`src/rtl/link_pkg.sv`:
```
// Shared types and defaults for the receive side of the two-board game link.
package link_pkg;

    localparam int POWER_W_DEFAULT = 5;

    typedef enum logic {
        IDLE  = 1'b0,
        THROW = 1'b1
    } link_rx_state_t;

endpackage

```
`src/rtl/link_sync_filter.sv`:
```
// Two-flop synchroniser followed by a stability filter: the output only follows the
// synchronised input once it has held a new value for STABLE_CYCLES cycles.
module link_sync_filter #(
    parameter int W             = 1,
    parameter int STABLE_CYCLES = 4
) (
    input  logic         clk,
    input  logic         rst,
    input  logic [W-1:0] din,
    output logic [W-1:0] dout,
    output logic         settled
);

    localparam int CW = $clog2(STABLE_CYCLES + 1);
    localparam logic [CW-1:0] CNT_MAX = CW'(STABLE_CYCLES);

    logic [W-1:0]  s1;
    logic [W-1:0]  s2;
    logic [W-1:0]  held;
    logic [1:0]    prime;
    logic [CW-1:0] cnt;
    logic [CW-1:0] cnt_next;

    // cnt is the number of consecutive cycles s2 has held its present value.
    // Counting waits until the synchroniser holds real samples, not reset zeros.
    always_comb begin
        cnt_next = cnt;
        if (prime[1]) begin
            if (s2 != held) begin
                cnt_next = CW'(1);
            end else if (cnt != CNT_MAX) begin
                cnt_next = cnt + 1'b1;
            end
        end
    end

    always_ff @(posedge clk) begin
        if (rst) begin
            s1      <= '0;
            s2      <= '0;
            held    <= '0;
            prime   <= '0;
            cnt     <= '0;
            dout    <= '0;
            settled <= 1'b0;
        end else begin
            s1    <= din;
            s2    <= s1;
            held  <= s2;
            prime <= {prime[0], 1'b1};
            cnt   <= cnt_next;
            if (cnt_next == CNT_MAX) begin
                settled <= 1'b1;
                if (s2 != dout) begin
                    dout <= s2;
                end
            end
        end
    end

endmodule

```
`src/rtl/link_rx.sv`:
```
// Receive side of the game link: filters the peer's raw lines and turns throw-flag
// edges into throw_start / throw_end events with the throw power latched.
module link_rx
    import link_pkg::*;
#(
    parameter int STABLE_CYCLES = 4,
    parameter int POWER_W       = POWER_W_DEFAULT
) (
    input  logic               clk,
    input  logic               rst,
    input  logic               in_player1_ready,
    input  logic               in_player2_ready,
    input  logic [POWER_W-1:0] in_power,
    input  logic               in_throw_flag,
    output logic               player1_ready,
    output logic               player2_ready,
    output logic [POWER_W-1:0] power,
    output logic               power_valid,
    output logic               throw_start,
    output logic               throw_end,
    output logic               throw_active,
    output logic               power_mismatch
);

    logic               flag_f;
    logic [POWER_W-1:0] power_f;
    logic               p1_settled;
    logic               p2_settled;
    logic               flag_settled;
    logic               power_settled;
    logic               link_settled;

    link_sync_filter #(.W(1), .STABLE_CYCLES(STABLE_CYCLES)) u_p1 (
        .clk(clk), .rst(rst), .din(in_player1_ready),
        .dout(player1_ready), .settled(p1_settled)
    );

    link_sync_filter #(.W(1), .STABLE_CYCLES(STABLE_CYCLES)) u_p2 (
        .clk(clk), .rst(rst), .din(in_player2_ready),
        .dout(player2_ready), .settled(p2_settled)
    );

    link_sync_filter #(.W(1), .STABLE_CYCLES(STABLE_CYCLES)) u_flag (
        .clk(clk), .rst(rst), .din(in_throw_flag),
        .dout(flag_f), .settled(flag_settled)
    );

    link_sync_filter #(.W(POWER_W), .STABLE_CYCLES(STABLE_CYCLES)) u_power (
        .clk(clk), .rst(rst), .din(in_power),
        .dout(power_f), .settled(power_settled)
    );

    assign link_settled = p1_settled & p2_settled & flag_settled & power_settled;

    link_rx_state_t     state;
    logic               flag_prev;
    logic               armed;
    logic [POWER_W-1:0] power_prev;

    // A throw may only start after a qualified low flag has been seen since reset,
    // so a flag already high when the link comes up is ignored until it cycles.
    always_ff @(posedge clk) begin
        if (rst) begin
            state          <= IDLE;
            flag_prev      <= 1'b0;
            armed          <= 1'b0;
            power_prev     <= '0;
            power          <= '0;
            power_valid    <= 1'b0;
            throw_start    <= 1'b0;
            throw_end      <= 1'b0;
            throw_active   <= 1'b0;
            power_mismatch <= 1'b0;
        end else begin
            throw_start    <= 1'b0;
            throw_end      <= 1'b0;
            power_mismatch <= 1'b0;
            flag_prev      <= flag_f;
            power_prev     <= power_f;
            if (link_settled && !flag_f) begin
                armed <= 1'b1;
            end
            case (state)
                IDLE: begin
                    if (armed && flag_f && !flag_prev) begin
                        power        <= power_f;
                        power_valid  <= 1'b1;
                        throw_start  <= 1'b1;
                        throw_active <= 1'b1;
                        state        <= THROW;
                    end
                end
                THROW: begin
                    if (power_f != power_prev) begin
                        power_mismatch <= 1'b1;
                    end
                    if (!flag_f) begin
                        throw_end    <= 1'b1;
                        throw_active <= 1'b0;
                        state        <= IDLE;
                    end
                end
                default: state <= IDLE;
            endcase
        end
    end

endmodule

```
`config.mk`:
```
export PLATFORM = sky130hd
export DESIGN_NAME = link_rx
export DESIGN_NICKNAME = d
export VERILOG_FILES = /design/src/rtl/link_pkg.sv /design/src/rtl/link_sync_filter.sv /design/src/rtl/link_rx.sv
export SDC_FILE = /design/constraint.sdc
export NUM_CORES = 1
export LEC_CHECK = 0
export CORE_UTILIZATION = 40
export CTS_CLUSTER_DIAMETER = 120
export DETAILED_ROUTE_END_ITERATION = 6
export HOLD_SLACK_MARGIN = 0.06
export PLACE_DENSITY = 0.58
export SYNTH_ARGS = -nofsm -noshare
export SYNTH_HDL_FRONTEND = slang
export SYNTH_SLANG_ARGS = --single-unit
```
`constraint.sdc`:
```
create_clock -name clk -period 2 [get_ports clk]
set_input_delay 0.2 -clock clk [delete_from_list [all_inputs] [get_ports clk]]
set_output_delay 0.2 -clock clk [all_outputs]
set_load 0.02 [all_outputs]
```
Yosys cells after proc, flatten, opt, wreduce, memory -nomap -nowiden
Index checks and enable logic that the tools add are counted.
{ "totals": {"regBits": 74, "in_bits": 10, "elab_cells": 106} }
{ "classes": {"add_sub_neg": 4, "eq_ne": 19, "n_mux": 24, "bitwise_logic": 4, "n_reduce_logical": 13} }
{ "op_table": {"columns": ["cell", "count"], "rows": [
  ["two-way mux 3 bit", 12],
  ["inequality test 5 bit", 3],
  ["adder 3 x 1 -> 3 bit (second input constant)", 4],
  ["equality test 3 bit (second input constant)", 4],
  ["inequality test 3 bit (second input constant)", 4],
  ["AND reduction 2 bit", 6],
  ["two-way mux 1 bit", 10],
  ["inequality test 1 bit", 6],
  ["inequality test 2 bit (second input constant)", 2],
  ["one-hot mux 1 bit (2 select lines)", 2],
  ["OR reduction 2 bit", 2],
  ["AND 1 bit", 3],
  ["logical AND 1 bit", 3],
  ["zero test 1 bit", 2],
  ["NOT 1 bit", 1]
]} }

Logic depth before layout (Yosys ltp)
Gate-level depths: netlist (run 1).
{ "depth": {"ltp_word": 6, "ltp_mapped": 7} }

Modules after synthesis
From an unflattened synthesis (run 1), not the netlist that was laid out.
{ "hier_totals": {"hier_cells": 257, "area_unflattened_um2": 2737.6} }
{ "by_module_without_submodules": {"columns": ["module", "instances", "cells_per_inst", "area_each_um2", "seq_area_each_um2"], "rows": [
  ["link_sync_filter at u_flag ...", 3, 36, 375.4, 200.2],
  ["link_sync_filter at u_power", 1, 92, 997.2, 520.5],
  ["link_rx", 1, 57, 614.3, 360.3]
]} }

Worst setup path before layout (run 1)
No wires, ideal clock.
{ "synth_timing": {"kind": "register to register", "start": "register u_power.cnt[0]", "end": "register u_power.dout[0]", "setup_ns": 0.128, "arrival_time_ns": 2.040, "required_ns": 1.872, "path_slack_ns": -0.168, "path_stages_with_launch": 8, "n_path_buf": 0, "path_cell_list": "dfxtp_1 inv_1 ha_1 or3b_1 a311o_1 o31ai_4 mux2i_1 nor2_1"} }
{ "synth_via": {"elab_chain_len": 6, "elab_cells_between_ends": 7, "classes_between": "1 x add/sub; 2 x eq/ne; 3 x mux; 1 x reduce/logical"} }
{ "synth_rtl": {"columns": ["element", "line_no", "source"], "rows": [
  ["from (decl)", "link_sync_filter.sv:21", "logic [CW-1:0] cnt;"],
  ["from (signal assigned)", "link_sync_filter.sv:51", "cnt <= cnt_next;"],
  ["adder 3 x 1 -> 3 bit / inequality test 3 bit (equally long branches)", "link_sync_filter.sv:32, link_sync_filter.sv:31", null],
  ["two-way mux 3 bit", "link_sync_filter.sv:31", "end else if (cnt != CNT_MAX) begin"],
  ["two-way mux 3 bit", "link_sync_filter.sv:29", "if (s2 != held) begin"],
  ["two-way mux 3 bit (*)", "link_sync_filter.sv:28", "if (prime[1]) begin"],
  ["equality test 3 bit (*)", "link_sync_filter.sv:52", "if (cnt_next == CNT_MAX) begin"],
  ["AND reduction 2 bit (no source line) (*)", null, null],
  ["to (signal assigned)", "link_sync_filter.sv:44", "dout <= '0;"],
  ["to (signal assigned)", "link_sync_filter.sv:55", "dout <= s2;"],
  ["to (decl)", "link_sync_filter.sv:10", "output logic [W-1:0] dout,"]
]} }
Mark *: on every way between the ends. The rest lies on a longest branch, timed or not.
A chain may end at the register's enable or synchronous reset.

Final worst setup path (run 1)
Ends and elaborated chain as after synthesis.

==> results.txt, run 1 <==
- The tool flagged a number of max-cap violations equal to 0.
- Tcrit/Tclk final: 97.7%
* Status: finished clean
* Fraction of registers with async set or reset after synthesis: 0%
- Once detail routing completed, the nets flagged for antenna violations numbered 0.
- Routed wire length per instance: 11.3 um
- Total Nets Final: 306
- From synthesis to final layout, the design area changed by 22.7%.
- Initial antenna violation count: 0
* Synth Warn #: 0
- Max rail drop VDD: 0.555 mV
* Cell count of the worst reg-to-reg path: 7
- HPWL after DPL: 2.83 mm
* Largest buffer count on any clock path: 2
* Standard-cell row count: 28
- Worst reg2reg endpoint: u_power.dout[0]$_SDFFE_PP0P_
- The die is 81.9 um wide.
- After synthesis, the most frequently instantiated cells are sky130_fd_sc_hd__dfxtp_1, sky130_fd_sc_hd__nor2b_1, sky130_fd_sc_hd__nor2_1, sky130_fd_sc_hd__a21oi_1, sky130_fd_sc_hd__inv_1.
* Proportion of power drawn by combinational gates: 5.4%
- Summed over all nets, the switching power comes to 0.598 mW.
* Count of unresolved DRC violations after routing: 0
* Startpoint of the worst register-to-register path: u_power.cnt[0]$_SDFF_PP0_
- Setup violations remaining at the end of the flow were counted as 0.
* Worst Hold Path Cells: 2
- Summing over every cut layer, the via total after detailed routing is 1759.
* Drt via density: 4.78
- Root Buffer: sky130_fd_sc_hd__clkbuf_8
* Buffers added on ports: 21
- R2R Setup Slk: 0.05 ns
* Post-synthesis cell type with the largest combined area: sky130_fd_sc_hd__dfxtp_1
- The tightest min-delay check is of the in -> reg type.
* Filler instances: 588
- Slowest stage delay, CP: 0.38 ns
* Type of element capturing the critical path: flip-flop
* Top area cells in the synthesized netlist: sky130_fd_sc_hd__dfxtp_1, sky130_fd_sc_hd__nor2b_1, sky130_fd_sc_hd__ha_1
- Effective utilization at floorplan: 42.4%
* Via count of the first global-routing pass: 1654
- The path with the worst hold slack has its endpoint at u_flag.cnt[1]$_SDFF_PP0_.
* Max Clock Skew: 0.00718 ns
- Cells with a size suffix above 1 make up 11.9% of the layout.
- Among all cell types in the netlist, the one instantiated most often is sky130_fd_sc_hd__dfxtp_1.
- Per report_power, the sequential group accounts for 50.3% of the total.
* Mean area per synthesized cell: 9.98 um2
- Number of nets produced by synthesis: 274
- Clock tree synthesis inserted a total of 9 buffers.
* Static leakage: 1.22 nW
- Of the post-synthesis cell area, the dominant cell type holds 53.3%.
* Achievable clock frequency: 0.512 GHz
- Detailed-routing iteration count for the pre-antenna-repair pass: 4
- Clock slew at reported path FFs: 0.07 ns
- DRT Wirelength: 4.15 mm
* Core occupancy in the finished layout: 52.0%
* Aggregate global-route resource usage: 14.1%
* Distinct cells, synth: 40
- Die Y: 81.9 um
* Clock tree from TritonCTS: yes
* Worst setup path class: reg -> reg
- Worst slew slack as a fraction of its limit: 66.1%
- Area of the mapped netlist: 2550 um2
- For the pin with the worst max-slew slack, the measured transition is 0.508 ns.
- The die covers 6710 um2.
- STA classifies the critical path startpoint as a flip-flop.
- Data on the critical path is required at its endpoint by 2.22 ns.
- Register area share after synthesis: 53.3%
- Excluding fillers, the count of instances in the completed layout stands at 368.
- Number of max-slew violations in the final report: 0
- Net switching share of the total power: 21.5%
- Internal power comes to 2.19 mW.
- The first routing iteration left 42 violations.
- For this design the ratio of total power to cell area is 890 nW/um2.
- Yosys mapped a number of flops with a built-in enable equal to 0.
* Core area: 6030 um2
- Start point of the worst min-delay path: rst
- Worst Path Arrival: 2.18 ns
- The synthesized design contains 68 register bits.
- Final critical delay including setup and external delays: 1.95 ns
* Final Hold Fails: 0
- Number of levels in the clock H-tree: 3
* I/O pin cnt: 22
- Setup repair after global routing could not meet its margin everywhere.
- In the synthesized netlist the dominant register cell turns out to be sky130_fd_sc_hd__dfxtp_1.
- Placer congestion estimate: 0.741
- Number of instances in the synthesized netlist: 256
- The signal on the critical path passes through ha_2, or3b_1, a311o_1, o31ai_4, buf_6, mux2i_1, nor2_1.
* Clock insertion delay at the later pin of the skew report: 0.33 ns
- CP max stage cell: sky130_fd_sc_hd__or3b_1
- First-pass GRT wire length: 6.93 mm
- The total overflow left after global routing is 0.
- Clock Sink Count: 68
- The number of placed instances, taps included, is 350.
- Max Fanout on Critical Path: 6
* Antenna cell count: 0
- Maximum number of pins on one net before global-route repair: 27
- The clock network accounts for 44.3% of the total power.
-- placed cells by master, fill, tap and decap left out, types with 8 or more instances in the layout --
master,netlist,final
sky130_fd_sc_hd__dfxtp_1,68,66
sky130_fd_sc_hd__nor2b_1,34,34
sky130_fd_sc_hd__nor2_1,25,25
sky130_fd_sc_hd__clkdlybuf4s50_1,0,20
sky130_fd_sc_hd__a21oi_1,16,16
sky130_fd_sc_hd__nand2_1,10,10
sky130_fd_sc_hd__mux2i_1,10,10
sky130_fd_sc_hd__clkbuf_8,0,10
sky130_fd_sc_hd__inv_1,11,9
sky130_fd_sc_hd__nand3_1,8,8
sky130_fd_sc_hd__xnor2_1,8,8
sky130_fd_sc_hd__buf_4,0,8
-- state kept, by name (all words and copies together), names as in the netlist, 3 cells and up --
register / count
u_power.held: 5
u_p2.cnt: 3
u_p1.cnt: 3
u_flag.cnt: 3
power: 5
u_power.cnt: 3
u_power.s2: 5
power_prev: 5
u_power.s1: 5
u_power.dout: 5
-- power groups by stage --
stage | sequential (mW) | combinational (mW) | clock [mW]
after floorplan | 1.43 | 0.106 | 0
after global placement | 1.43 | 0.148 | 0
after detailed placement | 1.43 | 0.150 | 0
after CTS | 1.40 | 0.154 | 1.29
after global routing | 1.41 | 0.170 | 1.34
final | 1.40 | 0.151 | 1.23
-- stage by stage --
step           cell area [um2]  power (mW)  hold slack [ns]  worst slack (ns)   TNS, ns
6_report                  3130        2.79            0.315            0.0463         0
5_1_grt                   3130        2.91            0.336           -0.0270   -0.0853
4_1_cts                   3130        2.84            0.316          -0.00233  -0.00589
3_5_place_dp              2890        1.58            0.424           -0.0473    -0.193
3_3_place_gp              2890        1.58            0.416          -0.00120  -0.00120
2_1_floorplan             2570        1.53            0.281          -0.00360   -0.0177
-- logic make-up (layout without fill, tap and decap cells) --
group / Yosys count / in the layout / synth area share [%]
DFF: 68 / 68 / 53.3
and+or+nand+nor: 92 / 92 / 19.3
buffers and inverters: 21 / 58 / 3.09
muxes: 13 / 13 / 5.24
AOI/OAI and AO/OA: 41 / 41 / 10.7
adders and majority gates: 8 / 8 / 3.92
xor gates and xnor gates: 13 / 13 / 4.46
-- worst max path at each step --
stage	cells after the start	slack, ns	start	end
2_1_floorplan	7	-0.004	u_power.cnt[0]$_SDFF_PP0_	u_power.dout[0]$_SDFFE_PP0P_
3_3_place_gp	8	-0.001	u_power.cnt[1]$_SDFF_PP0_	u_power.dout[2]$_SDFFE_PP0P_
3_5_place_dp	8	-0.05	u_power.cnt[1]$_SDFF_PP0_	u_power.dout[4]$_SDFFE_PP0P_
4_1_cts	7	-0.002	u_power.cnt[0]$_SDFF_PP0_	u_power.dout[2]$_SDFFE_PP0P_
5_1_grt	7	-0.03	u_power.cnt[0]$_SDFF_PP0_	u_power.dout[1]$_SDFFE_PP0P_
6_report	7	0.05	u_power.cnt[0]$_SDFF_PP0_	u_power.dout[0]$_SDFFE_PP0P_
-- routing by layer --
layer,GRT usage (%),share of wire (%),wire [um]
met4,6.84,1.7,71
met2,23.1,47,1930
met5,0,0,0
met3,6.00,3.9,163
met1,15.6,48,1980
-- final cells by class --
type,count,area (um2),share of cell area [%]
clock buffers,10,138,4.39
clock inverters,6,86.3,2.75
inverters,12,45.0,1.44
multi-input cells,167,1130,36.0
flip-flops and latches,68,1370,43.6
well taps,75,93.8,2.99
repair buffers,30,277,8.82
-- worst max-delay path, delay by kind of cell, from the launching register on --
| family | cells | cell delay [ns] |
|---|---|---|
| AO/OA/AOI/OAI | 2 | 0.53 |
| AND/OR/NAND/NOR | 2 | 0.43 |
| adder cells (fa/ha/maj) | 1 | 0.18 |
| flip-flops | 1 | 0.36 |
| buffers and inverters | 1 | 0.16 |
| multiplexers | 1 | 0.18 |
-- timing repair --
item,4_1_cts,5_1_grt
setup buffers,2,0
setup endpoints to repair,5,5
gates resized for setup,2,0
cloned,0,0
pin swaps,2,1
hold buffers,0,0
(Power assumes the default switching activity.)
==> inputs of run 2 (changes only) <==
Clock period 2 ns to 1.7 ns, I/O delays scaled along.
==> results.txt, run 2 (synthesis gave the netlist of run 1 again) <==
- Number of levels in the clock H-tree: 3
- Max Used Layer: met4
* Clock tree from TritonCTS: yes
- Total power divided by cell area: 903 nW/um2
- In the routed design, unresolved DRC markers number 0.
* Count of hold buffers inserted by post-cts repair: 0
- The number of max-slew violations in the final report is 0.
- Die Y: 81.9 um
- Aggregate global-route resource usage: 14.6%
- Clock Sink Count: 68
* Antenna cell count: 0
- The initialized floorplan defines 28 standard-cell rows.
- The clock network burns 37.4% of the power.
* Effective utilization at floorplan: 42.4%
- Area growth from synthesis to layout: 30.0%
* Buffers added on ports: 21
- Maximum number of pins on one net before global-route repair: 20
- Drt via density: 4.70
* Count of endpoints failing setup in the final report: 6
* Worst Tran Pin Value: 0.431 ns
- Achievable clock frequency: 0.516 GHz
- Routability-driven placement finished with a final weighted congestion of 0.722.
- Across the run, the number of max-cap violations was 0.
- Of the total power, registers draw 55.0%.
* Sum of met3 wire segment lengths after detailed routing: 148 um
- Leading cell type in the layout, fill and taps excluded: sky130_fd_sc_hd__dfxtp_1
- 22 I/O pins were placed.
- Tcrit/Tclk final: 114%
* Max Fanout on Critical Path: 6
- Final critical delay including setup and external delays: 1.94 ns
- The hold violation count in the final report was 0.
- For this block, the routed nets add up to 4.51 mm of wire.
- After legalization and detailed placement, the total HPWL measured 3.08 mm.
- Status: complete, but fails checks
* Failing checks: negative setup slack
- Initial antenna violation count: 0
- The die covers 6710 um2.
- Critical Path Source Type: flip-flop
- Total vias in the final route: 1839
- Core occupancy in the finished layout: 55.1%
- The detail route stage leaves a number of antenna-violating nets equal to 0.
- The die is 81.9 um wide.
- Across all hold checks on the routed design, the worst slack comes to 0.231 ns.
- In the detailed route, the total length drawn on met2 is 2.14 mm.
- The total overflow left after global routing is 0.
- Static leakage: 1.31 nW
* Net switching share of the total power: 24.5%
- Final worst-path setup slack: -0.238 ns
* Routed wire length per instance: 11.5 um
- Data on the critical path arrives at its endpoint at 2.17 ns.
* Core area: 6030 um2
- The first detailed-routing pass ran for 4 iterations.
* Filler instances: 532
- The clock passes through at most 2 buffers.
- The first global-routing pass estimated 7.22 mm of wire.
- Type of the worst min-delay path: in -> reg
* Root Buffer: sky130_fd_sc_hd__clkbuf_8
- Proportion of power drawn by combinational gates: 7.6%
- VDD sags by at most 0.570 mV.
- Setup repair after global routing could not meet its margin everywhere.
* Power Internal: 2.26 mW
- Clock tree synthesis inserted a total of 9 buffers.
- In this run, the number of DRC markers left after iteration 0 of detailed routing was 52.
* Met1 routed wirelength after detailed routing: 2.14 mm
- Net switching power: 0.733 mW
- Type of element capturing the critical path: flip-flop
- Worst setup path class: reg -> reg
- After clock tree synthesis, the clock-pin slew on the worst setup and hold paths is 0.07 ns.
- Cells with a size suffix above 1 make up 23.1% of the layout.
- Clock insertion delay at the later pin of the skew report: 0.34 ns
* Worst slew slack as a fraction of its limit: 71.3%
- The via count of the first global-routing pass was 1688.
- After the last flow step, the layout net total stands at 329.
- In the layout the commonest cells are sky130_fd_sc_hd__dfxtp_1, sky130_fd_sc_hd__nor2b_1, sky130_fd_sc_hd__buf_4, sky130_fd_sc_hd__nor2_1, sky130_fd_sc_hd__clkdlybuf4s50_1.
- Max Clock Skew: 0.00903 ns
- Worst endpoint required time: 1.93 ns
-- run 2: cell types whose count changed in the layout (fill, tap and decap cells not counted), sizes merged --
cell    change
buf        +23
clkinv      +4
bufinv      -2
clkbuf      -1
inv         -1
-- run 2: timing repair --
item | CTS | global route
gates resized for setup | 14 | 7
pin swaps | 7 | 6
setup buffers | 6 | 1
endpoints found under the setup margin | 8 | 11
endpoints found under the hold margin | 0 | 0
-- run 2: worst paths after layout --
check	startpoint	end	slack, ns	cells past startpoint
setup reg to reg	u_power.cnt[0]$_SDFF_PP0_	u_power.dout[4]$_SDFFE_PP0P_	-0.24	7
setup / recovery	u_power.cnt[0]$_SDFF_PP0_	u_power.dout[4]$_SDFFE_PP0P_	-0.24	7
hold / removal	rst	armed$_SDFFE_PP0P_	0.23	2
hold reg to reg	u_flag.s1$_SDFF_PP0_	u_flag.s2$_SDFF_PP0_	0.43	1
-- run 2: critical path, stage by stage, from the launching register on --
cell and delay, ns:
sky130_fd_sc_hd__dfxtp_4 0.35, sky130_fd_sc_hd__ha_2 0.18, sky130_fd_sc_hd__or3b_1 0.37, sky130_fd_sc_hd__a311o_1 0.35
sky130_fd_sc_hd__o31ai_4 0.18, sky130_fd_sc_hd__buf_6 0.16, sky130_fd_sc_hd__mux2i_1 0.19, sky130_fd_sc_hd__nor2_1 0.05
-- run 2: area by class of cell --
cell class | count | area [um2] | area share [%]
clock buffers | 9 | 124 | 3.73
inverters | 12 | 45.0 | 1.36
repair buffers | 53 | 449 | 13.5
clock inverters | 7 | 43.8 | 1.32
multi-input cells | 167 | 1190 | 35.9
well taps | 75 | 93.8 | 2.83
flip-flops and latches | 68 | 1370 | 41.3
-- run 2: stage by stage --
| step | worst slack, ns | cell area, um2 | TNS [ns] | cells | power, mW |
|---|---|---|---|---|---|
| after floorplan | -0.303 | 2570 | -1.66 | 256 | 1.81 |
| after global placement | -0.302 | 3030 | -1.68 | 368 | 1.89 |
| after detailed placement | -0.333 | 3030 | -1.86 | 368 | 1.89 |
| after CTS | -0.285 | 3280 | -1.48 | 390 | 3.03 |
| after global routing | -0.361 | 3320 | -1.88 | 391 | 3.14 |
| final | -0.238 | 3320 | -1.19 | 391 | 3.00 |
-- run 2: per-layer routing --
layer / vias to the layer above / GRT usage (%)
met5: - / 0
met4: 0 / 6.84
met3: 9 / 5.33
met2: 25 / 25.1
met1: 840 / 15.9
li1: 965 / -
-- run 2: power by group through the flow --
stage | clock, mW | sequential [mW] | combinational (mW)
final | 1.12 | 1.65 | 0.229
after global routing | 1.24 | 1.65 | 0.253
after CTS | 1.16 | 1.65 | 0.221
after detailed placement | 0 | 1.68 | 0.211
after global placement | 0 | 1.68 | 0.207
after floorplan | 0 | 1.68 | 0.125
==> inputs of run 3 (changes only) <==
Settings changed: ABC_AREA from default to 1.
==> results.txt, run 3 <==
- For this block, the initial DRC count from the detailed router was 66.
- Count of hold buffers inserted by post-cts repair: 0
- After Yosys synthesis, full adders, half adders and majority gates account for 3.75% of the synthesized area.
- Startpoint of the worst register-to-register path: u_power.cnt[0]$_SDFF_PP0_
- Routed wire length per instance: 9.96 um
- Core occupancy in the finished layout: 50.1%
- After technology mapping, the gate count stands at 339.
* Sum of internal, switching and leakage power: 3.32 mW
- Placement-stage worst setup slack: 0.0567 ns
- The worst path meets setup with 0.148 ns of slack.
- No sink is reached through more buffers than the 2 on the longest clock path.
- Register area share after synthesis: 51.0%
* Maximum number of pins on one net before global-route repair: 23
* Status: finished clean
- Buffers added on ports: 21
* Top-area cell type share of the netlist area: 51.0%
- In this run the worst setup path begins at u_power.cnt[0]$_SDFF_PP0_.
- Net switching share of the total power: 21.8%
* Cell count of the worst reg-to-reg path: 9
- TritonCTS built the clock tree.
* Net switching power: 0.723 mW
- Number of standard cells in the layout, taps in and fillers out: 451
- Aggregate global-route resource usage: 14.1%
- The die is 83.7 um wide.
- Worst Tran Pin Value: 0.358 ns
- Distinct cells, synth: 32
- Number of levels in the clock H-tree: 3
- Die Y: 83.7 um
* Standard-cell row count: 29
- The first detailed-routing pass took 4 iterations.
- After the last flow step, the layout net total stands at 387.
* Worst Hold Path Cells: 2
* Worst endpoint required time: 1.93 ns
- Worst setup path class: reg -> reg
- Final standard cell area without fillers: 3200 um2
* Final Hold Fails: 0
* Area growth from synthesis to layout: 19.8%
* Flop and latch count out of synthesis: 68
- Number of max-slew violations in the final report: 0
- Clock slew at reported path FFs: 0.07 ns
- Critical Path Source Type: flip-flop
- The detailed router placed 1996 vias in this run.
- Once detail routing completed, the nets flagged for antenna violations numbered 0.
* Clock Sink Count: 68
* Worst Path Arrival: 1.79 ns
- Ranked by instance count, the synthesized netlist is headed by sky130_fd_sc_hd__dfxtp_1, sky130_fd_sc_hd__inv_1, sky130_fd_sc_hd__nor2_1, sky130_fd_sc_hd__nand2_1, sky130_fd_sc_hd__a21oi_1.
- Power Internal: 2.59 mW
- In this run the static leakage power is 1.39 nW.
* Area of the mapped netlist: 2670 um2
- HPWL after DPL: 3.17 mm
- In the final layout, the share of cells above drive strength 1 is 8.56%.
* Number of nets produced by synthesis: 357
- The via count of the first global-routing pass is 1843.
* Initial antenna violation count: 0
- Type of the worst min-delay path: in -> reg
* Top area cells in the synthesized netlist: sky130_fd_sc_hd__dfxtp_1, sky130_fd_sc_hd__inv_1, sky130_fd_sc_hd__nor2_1
- Max-cap check violation count: 0
- Achievable clock frequency: 0.644 GHz
- Post-DP Area: 2970 um2
* Placer congestion estimate: 0.730
- XOR/XNOR Fraction of Synth Area: 2.95%
- Main combinational cell family by area after synthesis: simple AND/OR/NAND/NOR gates
- Leaving out fill and tap cells, the most frequent cells in the layout are sky130_fd_sc_hd__inv_1, sky130_fd_sc_hd__dfxtp_1, sky130_fd_sc_hd__nor2_1, sky130_fd_sc_hd__nand2_1, sky130_fd_sc_hd__clkdlybuf4s50_1.
- Count of endpoints failing setup in the final report: 0
- The die covers 7010 um2.
- Post-synthesis cell type with the largest combined area: sky130_fd_sc_hd__dfxtp_1
- Total power divided by cell area: 1040 nW/um2
- Clock insertion delay at the later pin of the skew report: 0.34 ns
- Setup total negative slack on the finished layout was measured at 0 ns.
- After Yosys synthesis, and, or, nand and nor cells account for 21.1% of the synthesized area.
- The worst path needs 1.55 ns of the cycle, external delays included.
- The worst-case IR drop observed on VDD is 0.540 mV.
- Root Buffer: sky130_fd_sc_hd__clkbuf_8
- The portion of synthesized area spent on multiplexers is 0%.
- DRT Wirelength: 4.49 mm
- Effective utilization at floorplan: 41.8%
* Mean area per synthesized cell: 7.88 um2
* Synth Area in Compound Gates: 9.89%
- STA classifies the critical path endpoint as a flip-flop.
- Once placement completed, the tool counted placed cells totaling 435.
- Most common flop cell mapped by yosys: sky130_fd_sc_hd__dfxtp_1
- The core region is 6390 um2.
- Worst slew slack as a fraction of its limit: 76.0%
- sky130_fd_sc_hd__dfxtp_1 is the most common cell in the netlist.
- Max Clock Skew: 0.00823 ns
- R2R Setup Slk: 0.15 ns
- Max Fanout on Critical Path: 8
- The share of total power dissipated in the clock network is 43.3%.
- The first global-routing pass estimated 7.78 mm of wire.
* Synth Warn #: 0
- TritonCTS Buffers: 9
* Drt via density: 4.43
- Worst reg2reg endpoint: u_power.dout[1]$_SDFFE_PP0P_
- Antenna cell count: 0
- The worst hold path terminates at throw_active$_SDFFE_PP0P_.
- After global routing the overflow that remains totals 0.
- The startpoint identified for the worst hold timing path is rst.
* Count of unresolved DRC violations after routing: 0
- In the synthesized netlist the async set-or-reset flop fraction comes to 0%.
* Worst hold margin: 0.118 ns
* Proportion of power drawn by combinational gates: 6.4%
- Tcrit/Tclk final: 91.3%
- Sequential cell fraction of total power: 50.3%
- Counting flops with a built-in enable in the synthesized netlist gives 0.
- I/O pin cnt: 22
==> run 3: how the worst max path moves through the flow <==
stage / end / slack [ns]
2_1_floorplan: u_power.dout[0]$_SDFFE_PP0P_ / 0.26
3_3_place_gp: u_power.dout[1]$_SDFFE_PP0P_ / 0.12
3_5_place_dp: u_power.dout[3]$_SDFFE_PP0P_ / 0.06
4_1_cts: u_power.dout[3]$_SDFFE_PP0P_ / 0.05
5_1_grt: u_power.dout[1]$_SDFFE_PP0P_ / -0.03
6_report: u_power.dout[1]$_SDFFE_PP0P_ / 0.15
==> run 3: cells by family (layout without fill, tap and decap cells) <==
group                    Yosys count  count (layout)
AND/OR/NAND/NOR                  133             133
adder cells (fa/ha/maj)            8               8
flip-flops                        68              68
buffers and inverters             76             111
XOR/XNOR                           9               9
AO/OA/AOI/OAI                     45              45
==> run 3: final cells by class <==
class	instances	area [um2]
Fill cell	629	3190
Sequential cell	68	1360
Multi-Input combinational cell	195	1020
Inverter	68	255
Timing Repair Buffer	27	250
Clock buffer	12	145
Tap cell	77	96.3
Clock inverter	4	72.6
==> run 3: routing by layer <==
metal  vias to the layer above  wire [um]  track usage, %
met5                         -          0               0
met4                         0         73            5.55
met3                         8        194            5.54
met2                        24       2020            21.7
met1                       876       2210            17.8
li1                       1088          -               -
==> run 3: power by group through the flow <==
| stage | Sequential (mW) | Clock (mW) | Combinational [mW] |
|---|---|---|---|
| floorplan | 1.70 | 0 | 0.158 |
| global placement | 1.70 | 0 | 0.206 |
| detailed placement | 1.70 | 0 | 0.209 |
| CTS | 1.67 | 1.49 | 0.211 |
| global route | 1.67 | 1.56 | 0.246 |
| finish | 1.67 | 1.44 | 0.212 |
==> run 3: worst max-delay path, stage by stage (launching register included) <==
cell	delay [ns]
sky130_fd_sc_hd__dfxtp_2	0.33
sky130_fd_sc_hd__inv_1	0.06
sky130_fd_sc_hd__ha_1	0.20
sky130_fd_sc_hd__nand2_1	0.06
sky130_fd_sc_hd__nand2_1	0.06
sky130_fd_sc_hd__xor2_1	0.17
sky130_fd_sc_hd__nor2_2	0.19
sky130_fd_sc_hd__nand4_4	0.16
sky130_fd_sc_hd__o21bai_1	0.18
sky130_fd_sc_hd__nor2_1	0.05
==> run 3: timing repair <==
item / 4_1_cts / 5_1_grt
setup buffers: 0 / 0
setup endpoints to repair: 0 / 6
gates resized for setup: 0 / 3
